$ cat config.mk
export PLATFORM = sky130hd
export DESIGN_NAME = io_port_endpoint
export DESIGN_NICKNAME = d
export VERILOG_FILES = /design/src/rtl/io_port_endpoint.sv
export SDC_FILE = /design/constraint.sdc
export NUM_CORES = 1
export LEC_CHECK = 0
export CORE_AREA = 2 2 183 131
export CTS_BUF_LIST = sky130_fd_sc_hd__clkbuf_4
export CTS_CLUSTER_SIZE = 20
export DETAILED_ROUTE_END_ITERATION = 6
export DIE_AREA = 0 0 185 133
export PLACE_DENSITY_LB_ADDON = 0.15
export SETUP_SLACK_MARGIN = 0.1
export SLEW_MARGIN = 20
export SYNTH_ARGS = -nofsm -noshare
export SYNTH_HDL_FRONTEND = slang
export SYNTH_HIERARCHICAL = 1
export SYNTH_SLANG_ARGS = --single-unit
$ cat constraint.sdc
create_clock -name clock -period 3.7 [get_ports clock]
set_clock_uncertainty 0.15 [all_clocks]
set_input_delay 0.555 -clock clock [delete_from_list [all_inputs] [get_ports clock]]
set_output_delay 0.555 -clock clock [all_outputs]
set_load 0.02 [all_outputs]
$ cat src/rtl/io_port_endpoint.sv
// rtl/io_port_endpoint.sv - Octavo I/O port endpoint: host-filled read FIFO, host-drained write FIFO (optional: IO_PORT_ENDPOINT_LOOPBACK_EN)

module io_port_fifo #(
    parameter int    WORD_WIDTH      = 36,
    parameter int    FIFO_DEPTH      = 4,
    parameter int    FIFO_ADDR_WIDTH = 2,
    parameter string RAMSTYLE        = "MLAB, no_rw_check"
) (
    input  logic                       clock,
    input  logic                       reset_n,
    input  logic                       push,
    input  logic [WORD_WIDTH-1:0]      push_data,
    input  logic                       pop,
    output logic [WORD_WIDTH-1:0]      head_data,
    output logic [FIFO_ADDR_WIDTH:0]   count,
    output logic                       not_empty,
    output logic                       not_full
);

    (* ramstyle = RAMSTYLE *) logic [WORD_WIDTH-1:0] mem_q [FIFO_DEPTH];

    logic [FIFO_ADDR_WIDTH-1:0] wr_ptr_q, wr_ptr_d;
    logic [FIFO_ADDR_WIDTH-1:0] rd_ptr_q, rd_ptr_d;
    logic [FIFO_ADDR_WIDTH:0]   count_q, count_d;

    // Next pointers and occupancy; push/pop arrive already qualified by the flags
    always_comb begin
        wr_ptr_d = wr_ptr_q;
        rd_ptr_d = rd_ptr_q;
        count_d  = count_q + (FIFO_ADDR_WIDTH+1)'(push) - (FIFO_ADDR_WIDTH+1)'(pop);
        if (push) wr_ptr_d = wr_ptr_q + 1'b1;
        if (pop)  rd_ptr_d = rd_ptr_q + 1'b1;
    end

    // Pointer/occupancy registers; reset empties the FIFO and discards any same-cycle strobe
    always_ff @(posedge clock) begin
        if (!reset_n) begin
            wr_ptr_q <= '0;
            rd_ptr_q <= '0;
            count_q  <= '0;
        end else begin
            wr_ptr_q <= wr_ptr_d;
            rd_ptr_q <= rd_ptr_d;
            count_q  <= count_d;
        end
    end

    // Storage write; contents are not reset since data is only meaningful while valid
    always_ff @(posedge clock) begin
        if (reset_n && push) mem_q[wr_ptr_q] <= push_data;
    end

    assign head_data = mem_q[rd_ptr_q];
    assign count     = count_q;
    assign not_empty = (count_q != '0);
    assign not_full  = (count_q != (FIFO_ADDR_WIDTH+1)'(FIFO_DEPTH));

endmodule

module io_port_endpoint #(
    parameter int    WORD_WIDTH      = 36,
    parameter int    FIFO_DEPTH      = 4,
    parameter int    FIFO_ADDR_WIDTH = 2,
    parameter string RAMSTYLE        = "MLAB, no_rw_check"
) (
    input  logic                       clock,
    input  logic                       reset_n,
`ifdef IO_PORT_ENDPOINT_LOOPBACK_EN
    input  logic                       loopback,
`endif
    output logic                       io_read_EF,
    output logic [WORD_WIDTH-1:0]      io_read_data,
    input  logic                       io_rden,
    output logic                       io_write_EF,
    input  logic [WORD_WIDTH-1:0]      io_write_data,
    input  logic                       io_wren,
    input  logic [WORD_WIDTH-1:0]      host_in_data,
    input  logic                       host_in_valid,
    output logic                       host_in_ready,
    output logic [WORD_WIDTH-1:0]      host_out_data,
    output logic                       host_out_valid,
    input  logic                       host_out_ready,
    output logic [FIFO_ADDR_WIDTH:0]   rd_count,
    output logic [FIFO_ADDR_WIDTH:0]   wr_count,
    output logic                       underflow,
    output logic                       overflow,
    input  logic                       error_clear
);

    logic                  rd_not_empty, rd_not_full, wr_not_empty, wr_not_full;
    logic                  rd_push, rd_pop, wr_push, wr_pop;
    logic [WORD_WIDTH-1:0] rd_push_data, wr_head;
    logic                  lb;
    logic                  underflow_q, underflow_d;
    logic                  overflow_q, overflow_d;

`ifdef IO_PORT_ENDPOINT_LOOPBACK_EN
    assign lb = loopback;
`else
    assign lb = 1'b0;
`endif

    // Lane strobe qualification; in loopback the write head moves straight into the read FIFO
    always_comb begin
        rd_pop       = io_rden & rd_not_empty;
        wr_push      = io_wren & wr_not_full;
        rd_push      = host_in_valid & rd_not_full;
        rd_push_data = host_in_data;
        wr_pop       = host_out_ready & wr_not_empty;
        if (lb) begin
            rd_push      = wr_not_empty & rd_not_full;
            rd_push_data = wr_head;
            wr_pop       = wr_not_empty & rd_not_full;
        end
    end

    io_port_fifo #(
        .WORD_WIDTH(WORD_WIDTH), .FIFO_DEPTH(FIFO_DEPTH),
        .FIFO_ADDR_WIDTH(FIFO_ADDR_WIDTH), .RAMSTYLE(RAMSTYLE)
    ) u_read_fifo (
        .clock(clock), .reset_n(reset_n),
        .push(rd_push), .push_data(rd_push_data), .pop(rd_pop),
        .head_data(io_read_data), .count(rd_count),
        .not_empty(rd_not_empty), .not_full(rd_not_full)
    );

    io_port_fifo #(
        .WORD_WIDTH(WORD_WIDTH), .FIFO_DEPTH(FIFO_DEPTH),
        .FIFO_ADDR_WIDTH(FIFO_ADDR_WIDTH), .RAMSTYLE(RAMSTYLE)
    ) u_write_fifo (
        .clock(clock), .reset_n(reset_n),
        .push(wr_push), .push_data(io_write_data), .pop(wr_pop),
        .head_data(wr_head), .count(wr_count),
        .not_empty(wr_not_empty), .not_full(wr_not_full)
    );

    // Sticky error flags: a new error event outranks a simultaneous clear
    always_comb begin
        underflow_d = underflow_q;
        overflow_d  = overflow_q;
        if (error_clear) begin
            underflow_d = 1'b0;
            overflow_d  = 1'b0;
        end
        if (io_rden && !rd_not_empty) underflow_d = 1'b1;
        if (io_wren && !wr_not_full)  overflow_d  = 1'b1;
    end

    // Error flag registers
    always_ff @(posedge clock) begin
        if (!reset_n) begin
            underflow_q <= 1'b0;
            overflow_q  <= 1'b0;
        end else begin
            underflow_q <= underflow_d;
            overflow_q  <= overflow_d;
        end
    end

    assign io_read_EF     = rd_not_empty;
    assign io_write_EF    = wr_not_full;
    assign host_in_ready  = rd_not_full & ~lb;
    assign host_out_valid = wr_not_empty & ~lb;
    assign host_out_data  = wr_head;
    assign underflow      = underflow_q;
    assign overflow       = overflow_q;

endmodule

==> results of run 1 <==
[kinds of logic after synthesis]
logic type	count (synthesis)
compound gates	6
xor+xnor	6
fa+ha+maj	14
buf+inv	28
flops	308
mux	74
simple gates	38
[worst max-delay path: stages (launching register included)]
cell	delay, ns
dfxtp_2	0.50
buf_12	0.29
mux4_1	0.60
clkdlybuf4s50_1	0.56
[layout by cell type (no fill, tap or decap), types with 14 or more instances in the layout]
master,synthesis,layout
buf_4,0,19
clkbuf_4,0,109
clkdlybuf4s50_1,0,162
clkinv_1,0,14
dfxtp_1,20,16
edfxtp_1,288,288
mux4_2,60,60
nor2_1,14,14
[synth_stat cells]
| cell | number | area (um2) |
|---|---|---|
| edfxtp_1 | 288 | 8650 |
| mux4_2 | 60 | 1350 |
| dfxtp_1 | 20 | 400 |
| nor2_1 | 14 | 52.6 |
| ha_1 | 12 | 150 |
| inv_1 | 12 | 45.0 |
| mux4_1 | 12 | 315 |
| and3_1 | 8 | 50.1 |
| buf_12 | 6 | 120 |
| buf_2 | 6 | 30.0 |
| and2_1 | 5 | 31.3 |
| nand2b_1 | 4 | 25.0 |
| xnor2_1 | 4 | 35.0 |
| a21bo_2 | 2 | 20.0 |
| a21oi_1 | 2 | 10.0 |
| buf_6 | 2 | 22.5 |
| clkbuf_2 | 2 | 10.0 |
| fa_1 | 2 | 40.0 |
| mux2i_1 | 2 | 20.0 |
| nand2_1 | 2 | 7.51 |
| nand3b_1 | 2 | 15.0 |
| or3_1 | 2 | 12.5 |
| xnor3_1 | 2 | 45.0 |
| a21boi_1 | 1 | 7.51 |
| a21boi_2 | 1 | 11.3 |
| and2_2 | 1 | 7.51 |
[report_power, final]
part | switching (mW) | total, mW | internal [mW]
Combinational | 1.19 | 2.49 | 1.30
Sequential | 0.132 | 4.21 | 4.08
Clock | 1.25 | 2.60 | 1.36
Total | 2.57 | 9.31 | 6.74
[worst paths after layout]
path,startpoint,endpoint,slack [ns],depth (start not counted)
hold / removal,overflow,overflow,0.34,2
setup / recovery,flop,host_out_data[35],0.40,3
hold reg to reg,overflow,overflow,0.34,2
setup reg to reg,u_read_fifo/count[1],u_read_fifo/count[2],1.25,9
[per-layer routing]
layer  routed length, um  track usage  share of wire  vias up
met5                   0            0              0        -
met4                 301       0.0639          0.014        0
met3                1350       0.0506          0.063       25
met2               10500        0.288           0.49      174
met1                9300        0.242           0.43     2874
li1                    -            -              -     2521
[state kept, by name, indices dropped and copies added, names as in the netlist, named ones only]
name and flops:
u_read_fifo/mem_q 144, u_write_fifo/mem_q 144, u_read_fifo/count 3, u_write_fifo/count 3
u_read_fifo/rd_ptr_q 2, u_read_fifo/wr_ptr_q 2, u_write_fifo/rd_ptr_q 2, u_write_fifo/wr_ptr_q 2
overflow 1, underflow 1
[metrics by stage]
step                      setup WS (ns)  power, mW  hold slack, ns
after CTS                         0.269       9.46           0.265
after floorplan                    1.16       5.83           0.349
final                             0.402       9.31           0.339
after global routing              0.202       9.77           0.298
after global placement            0.964       6.76           0.308
after detailed placement          0.889       6.81           0.320
[cell type report]
type	instances	area share
diodes	2	0.000347
clock buffers	109	0.0567
clock inverters	21	0.00685
inverters	12	0.00312
multi-input cells	138	0.154
flip-flops and latches	308	0.627
well taps	318	0.0276
repair buffers	183	0.125
==> impl_metrics.yaml, run 1 <==
global_routing:
  globalRoute.totalOverflow: 0
  grt_pass1_vias: 6125
  antenna_found_initial: 1
  grt_usage: 0.181
  grt_pass1_wl_um: 33300
  grt_max_degree: 37
sta:
  period_needed_ns: 3.30
  grt_setup_unrepaired: "no"
  setup-tns-final_ns: 0
  fin_crit_sh: 0.891
  final_hold_viol_count: 0
  setup_violations: 0
  tightest_slew_ns: 0.709
  fmax_mhz: 303
  finalMaxSlewViolations: 0
  relSlewSlack: 0.527
floorplan:
  die_x_um: 185
  initial_utilization: 0.498
  die_y_um: 133
  coreArea_mm2: 0.0231
  dieArea_mm2: 0.0246
  ios: 163
  row_count: 47
setup_path:
  worstSetupPathType: "flop to output pin"
  path_max_fanout: 29
  endpoint_kind: "output pin"
  worstPathArrival_ns: 2.59
  cp_data_required_time_ns: 2.99
  startpoint_type: "flop"
placement:
  gp_congestion: 0.739
  dp.cells: 959
  place_hpwl_um: 13800
  place_area_mm2: 0.0135
  io_buffers: 162
clocking:
  htreeDepth: 3
  worstSkewPairLatency_ns: 0.65
  clkTransAtPathRegs_ns: 0.06
  clockBufferDepth: 3
  ctsHoldBuffers: 0
  cts_setup_buffers: 0
  clk_root_buffer_cell: "clkbuf_4"
  clock_sinks: 308
  cts_tree: "yes"
  cts_resized: 0
  numCtsBuffers: 74
power:
  powerDensity_mw_per_mm2: 644
  p_leak_nw: 4.80
  max-vdd-ir-drop_mv: 0.441
drt:
  drc: 0
  num_vias: 5594
  drt_iter0_drc: 344
  routed_wl_um: 21500
  firstDrtPassIters: 4
  vias_per_cell: 5.13
  drtAntennaViolNets: 0
  wl_per_cell_um: 19.7
cells_and_area:
  stdcell_count: 1091
  nFillCells: 1654
  seq_area_mm2: 0.00905
  layout.nets: 810
  fin_area_mm2: 0.0144
  syn_to_final_growth_pct: 25.7
  fin_util: 0.626
  drive_gt1_frac: 0.276
  multi_input_area_mm2: 0.00222
logic_synthesis:
  synth-simple-area-share: 0.0175
  synth-seq-cells: 308
  synth-compound-area-share: 0.00425
  synth_mux_area_frac: 0.147
  synth_top_family_by_area: "multiplexers"
  ys_seq_area_frac: 0.788
  post_synth_num_cell_types: 26
  synth_adder_area_share: 0.0166
  synth_warnings: 6
  syn-num-nets: 567
  synth_area_mm2: 0.0115
  synth_xor_area_frac: 0.00697
  synthCells: 474
  syn_avg_cell_area_um2: 24.2
job:
  max_cap_viol_count: 0
outcome:
  outcome: "complete, no violations"
hold_path:
  hold_class: "flop to flop"
Note: power is estimated with default switching activity, not from simulation.
==> run 2, diff against run 1 <==
Settings changed: CELL_PAD_IN_SITES_DETAIL_PLACEMENT set to 1, CELL_PAD_IN_SITES_GLOBAL_PLACEMENT set to 1.
==> impl_metrics.yaml, run 2 (synthesis gave the netlist of run 1 again) <==
cells_and_area:
  fin_area_mm2: 0.0145
  stdcell_count: 1087
  nFillCells: 1997
  layout.nets: 808
  syn_to_final_growth_pct: 25.9
  final_common_cell: "edfxtp_1"
  mostFrequentLayoutCells: "edfxtp_1 (288), clkdlybuf4s50_1 (162), clkbuf_4 (119)"
  fin_util: 0.627
  top_regs: "u_read_fifo/mem_q: 144 flops, u_write_fifo/mem_q: 144 flops"
  drive_gt1_frac: 0.281
placement:
  dp.cells: 955
  dp_slack_ns: 0.900
  place_area_mm2: 0.0135
  place_hpwl_um: 14800
  io_buffers: 162
  gp_congestion: 0.738
global_routing:
  globalRoute.totalOverflow: 0
  antenna_found_initial: 4
  grt_pass1_wl_um: 35600
  grt_pass1_vias: 6380
  grt_usage: 0.196
  grt_max_degree: 37
setup_path:
  startpoint_type: "flop"
  crit_slowest_cell: "mux4_1"
  reg2reg_to: "u_read_fifo/count[2]"
  crit_buf_inv: 2
  crit_family: "buffers and inverters"
  endpoint_kind: "output pin"
  r2r_slack_ns: 1.21
  worstSetupPathType: "flop to output pin"
  cp_data_required_time_ns: 2.99
  worstPathArrival_ns: 2.58
  path_max_fanout: 36
  crit_path_cell_trace: "buf_12 > mux4_1 > clkdlybuf4s50_1"
  reg2reg_depth: 9
  timing.rr.start: "u_read_fifo/count[1]"
  max_stage_delay_ns: 0.71
power:
  p_leak_nw: 4.82
  power_frac_seq: 0.447
  switching_share: 0.273
  finalPower_mw: 9.48
  p_sw_mw: 2.58
  intPower_mw: 6.89
  max-vdd-ir-drop_mv: 0.365
  clkPwrFrac: 0.291
  power_frac_comb: 0.262
  powerDensity_mw_per_mm2: 656
clocking:
  htreeDepth: 3
  clock_sinks: 308
  clkTransAtPathRegs_ns: 0.07
  worstSkewPairLatency_ns: 0.65
  clockBufferDepth: 3
  cts_setup_buffers: 0
  cts_tree: "yes"
  clk_root_buffer_cell: "clkbuf_4"
  ctsHoldBuffers: 0
  numCtsBuffers: 76
  cts_resized: 0
sta:
  final_hold_viol_count: 0
  setup_violations: 0
  period_needed_ns: 3.28
  fmax_mhz: 305
  setup_ws_ns: 0.416
  grt_setup_unrepaired: "no"
  fin_crit_sh: 0.887
  finalMaxSlewViolations: 0
  setup-tns-final_ns: 0
  relSlewSlack: 0.571
  tightest_slew_ns: 0.644
  whs_ns: 0.341
drt:
  drtAntennaViolNets: 0
  wl_per_cell_um: 21.2
  drc: 0
  firstDrtPassIters: 4
  vias_per_cell: 5.21
  drt_iter0_drc: 333
  routed_wl_um: 23100
  num_vias: 5659
outcome:
  outcome: "complete, no violations"
floorplan:
  die_y_um: 133
  initial_utilization: 0.498
  dieArea_mm2: 0.0246
  row_count: 47
  ios: 163
  die_x_um: 185
  coreArea_mm2: 0.0231
hold_path:
  holdPathEnd: "overflow"
  hold_class: "flop to flop"
  hold_depth: 2
  hold_start: "overflow"
job:
  max_cap_viol_count: 0
## run 2: per-layer routing
| metal | share of wire | vias up | global-route usage |
|---|---|---|---|
| li1 | - | 2504 | - |
| met1 | 0.42 | 2917 | 0.259 |
| met2 | 0.49 | 189 | 0.313 |
| met3 | 0.066 | 47 | 0.0630 |
| met4 | 0.020 | 2 | 0.0657 |
| met5 | 0.00052 | - | 0 |
## run 2: worst min-delay path, delay by kind of cell, from the launching register on
kind               cells  cell delay [ns]
and+or+nand+nor        1             0.07
DFF                    1             0.31
AOI/OAI and AO/OA      1             0.06
## run 2: how the worst max path moves through the flow
stage	from	to	slack (ns)	depth (start not counted)
2_1_floorplan	u_read_fifo/count[1]	u_read_fifo/mem_q[0][0]	1.16	4
3_3_place_gp	flop	host_out_data[4]	0.95	3
3_5_place_dp	flop	host_out_data[4]	0.90	3
4_1_cts	flop	host_out_data[4]	0.16	3
5_1_grt	flop	host_out_data[4]	0.24	3
6_report	flop	io_read_data[34]	0.42	3
## run 2: cell type report
cell class | count | area [um2] | share of cell area
Multi-Input combinational cell | 138 | 2220 | 0.153
Antenna cell | 3 | 7.51 | 0.000519
Clock buffer | 119 | 893 | 0.0618
Clock inverter | 10 | 65.1 | 0.00450
Inverter | 12 | 45.0 | 0.00312
Sequential cell | 308 | 9060 | 0.626
Tap cell | 318 | 398 | 0.0275
Timing Repair Buffer | 179 | 1770 | 0.123
## run 2: power groups by stage
stage,Clock (mW),Sequential (mW),Combinational [mW]
after global placement,0,4.29,2.47
final,2.76,4.24,2.49
after detailed placement,0,4.32,2.53
after global routing,3.05,4.27,2.65
after floorplan,0,4.26,1.58
after CTS,2.87,4.24,2.54
==> run 3, diff against run 2 <==
Settings changed: GPL_TIMING_DRIVEN set to 0.
==> impl_metrics.yaml, run 3 (synthesis gave the netlist of run 1 again) <==
cells_and_area:
  drive_gt1_frac: 0.274
  syn_to_final_growth_pct: 27.7
  top_regs: "u_read_fifo/mem_q: 144 flops, u_write_fifo/mem_q: 144 flops"
  final_common_cell: "edfxtp_1"
  layout.nets: 814
  nFillCells: 1965
  mostFrequentLayoutCells: "edfxtp_1 (288), clkdlybuf4s50_1 (162), clkbuf_4 (111)"
clocking:
  clock_sinks: 308
  numCtsBuffers: 75
  cts_resized: 0
  clockBufferDepth: 3
  cts_setup_buffers: 0
  worstSkewPairLatency_ns: 0.64
  ctsHoldBuffers: 0
  htreeDepth: 3
  clk_root_buffer_cell: "clkbuf_4"
  clkTransAtPathRegs_ns: 0.07
  cts_tree: "yes"
setup_path:
  worstPathArrival_ns: 2.51
  crit_slowest_cell: "clkdlybuf4s50_1"
  crit_buf_inv: 3
  max_stage_delay_ns: 0.59
  endpoint_kind: "output pin"
  crit_family: "buffers and inverters"
  cp_data_required_time_ns: 2.99
  worstSetupPathType: "flop to output pin"
  crit_path_cell_trace: "clkbuf_2 > buf_2 > mux4_2 > clkdlybuf4s50_1"
  startpoint_type: "flop"
  path_max_fanout: 10
power:
  p_sw_mw: 2.60
  power_frac_seq: 0.433
  power_frac_comb: 0.275
  switching_share: 0.270
  powerDensity_mw_per_mm2: 658
  finalPower_mw: 9.65
  intPower_mw: 7.05
  max-vdd-ir-drop_mv: 0.380
  p_leak_nw: 4.89
  clkPwrFrac: 0.292
hold_path:
  hold_class: "flop to flop"
job:
  max_cap_viol_count: 0
placement:
  place_hpwl_um: 14300
  gp_congestion: 0.738
  io_buffers: 162
drt:
  drtAntennaViolNets: 0
  num_vias: 5646
  drt_iter0_drc: 260
  firstDrtPassIters: 4
  vias_per_cell: 5.17
  routed_wl_um: 22300
  wl_per_cell_um: 20.4
  drc: 0
floorplan:
  dieArea_mm2: 0.0246
  coreArea_mm2: 0.0231
  die_y_um: 133
  ios: 163
  row_count: 47
  initial_utilization: 0.498
  die_x_um: 185
sta:
  fin_crit_sh: 0.868
  setup-tns-final_ns: 0
  tightest_slew_ns: 0.605
  relSlewSlack: 0.597
  setup_violations: 0
  finalMaxSlewViolations: 0
  grt_setup_unrepaired: "no"
  period_needed_ns: 3.21
  final_hold_viol_count: 0
  fmax_mhz: 311
global_routing:
  grt_pass1_vias: 6447
  globalRoute.totalOverflow: 0
  grt_pass1_wl_um: 35200
  antenna_found_initial: 2
  grt_max_degree: 25
  grt_usage: 0.190
outcome:
  outcome: "complete, no violations"
run 3: cell count changes in the layout (fill, tap and decap cells not counted), sizes merged:
cell	previous run	this run
buf	17	22
clkinv	8	12
bufinv	1	3
clkbuf	119	113
run 3: layout make-up:
type,count,area (um2),area share
antenna,3,7.51,0.000512
buffer,16,183,0.0125
clock buffer,111,833,0.0568
clock inverter,16,139,0.00947
inverter,12,45.0,0.00307
multi-input combinational,138,2220,0.151
sequential,308,9050,0.617
tap,318,398,0.0271
timing repair buffer,170,1800,0.122
run 3: power by group through the flow:
stage	logic, mW	registers [mW]	clock network (mW)
after global routing	2.83	4.20	3.09
after detailed placement	2.70	4.25	0
after floorplan	1.58	4.26	0
after CTS	2.71	4.18	2.93
after global placement	2.61	4.24	0
final	2.66	4.18	2.82
run 3: layer usage:
metal	global-route usage	vias to the layer above	share of wire
li1	-	2513	-
met1	0.262	2935	0.44
met2	0.297	175	0.49
met3	0.0528	23	0.058
met4	0.0653	0	0.010
met5	0	-	0
run 3: metrics by stage:
stage               std cells  setup slack, ns  utilization  hold slack (ns)  cell area (um2)
floorplan                 474             1.16            -            0.349            11500
global placement          954            0.146        0.586            0.306            13500
detailed placement        962            0.971        0.594            0.321            13700
CTS                      1089            0.380        0.636            0.291            14700
global route             1091            0.327        0.636            0.297            14700
finish                   1092            0.490        0.636            0.331            14700
run 3: worst register-to-register path, stage by stage, from the launching register on:
cell and delay [ns]:
dfxtp_1 0.38, or3_1 0.41, and2_1 0.23, ha_1 0.32, inv_1 0.06, ha_1 0.13
inv_1 0.05, fa_1 0.41, xnor3_1 0.21, nor2_1 0.04
run 3: worst paths after layout:
kind | slack (ns) | cells after the start | start | end
min | 0.33 | 2 | overflow | overflow
max | 0.49 | 4 | flop | host_out_data[16]
max reg2reg | 1.20 | 9 | u_write_fifo/count[1] | u_write_fifo/count[2]
min reg2reg | 0.33 | 2 | overflow | overflow
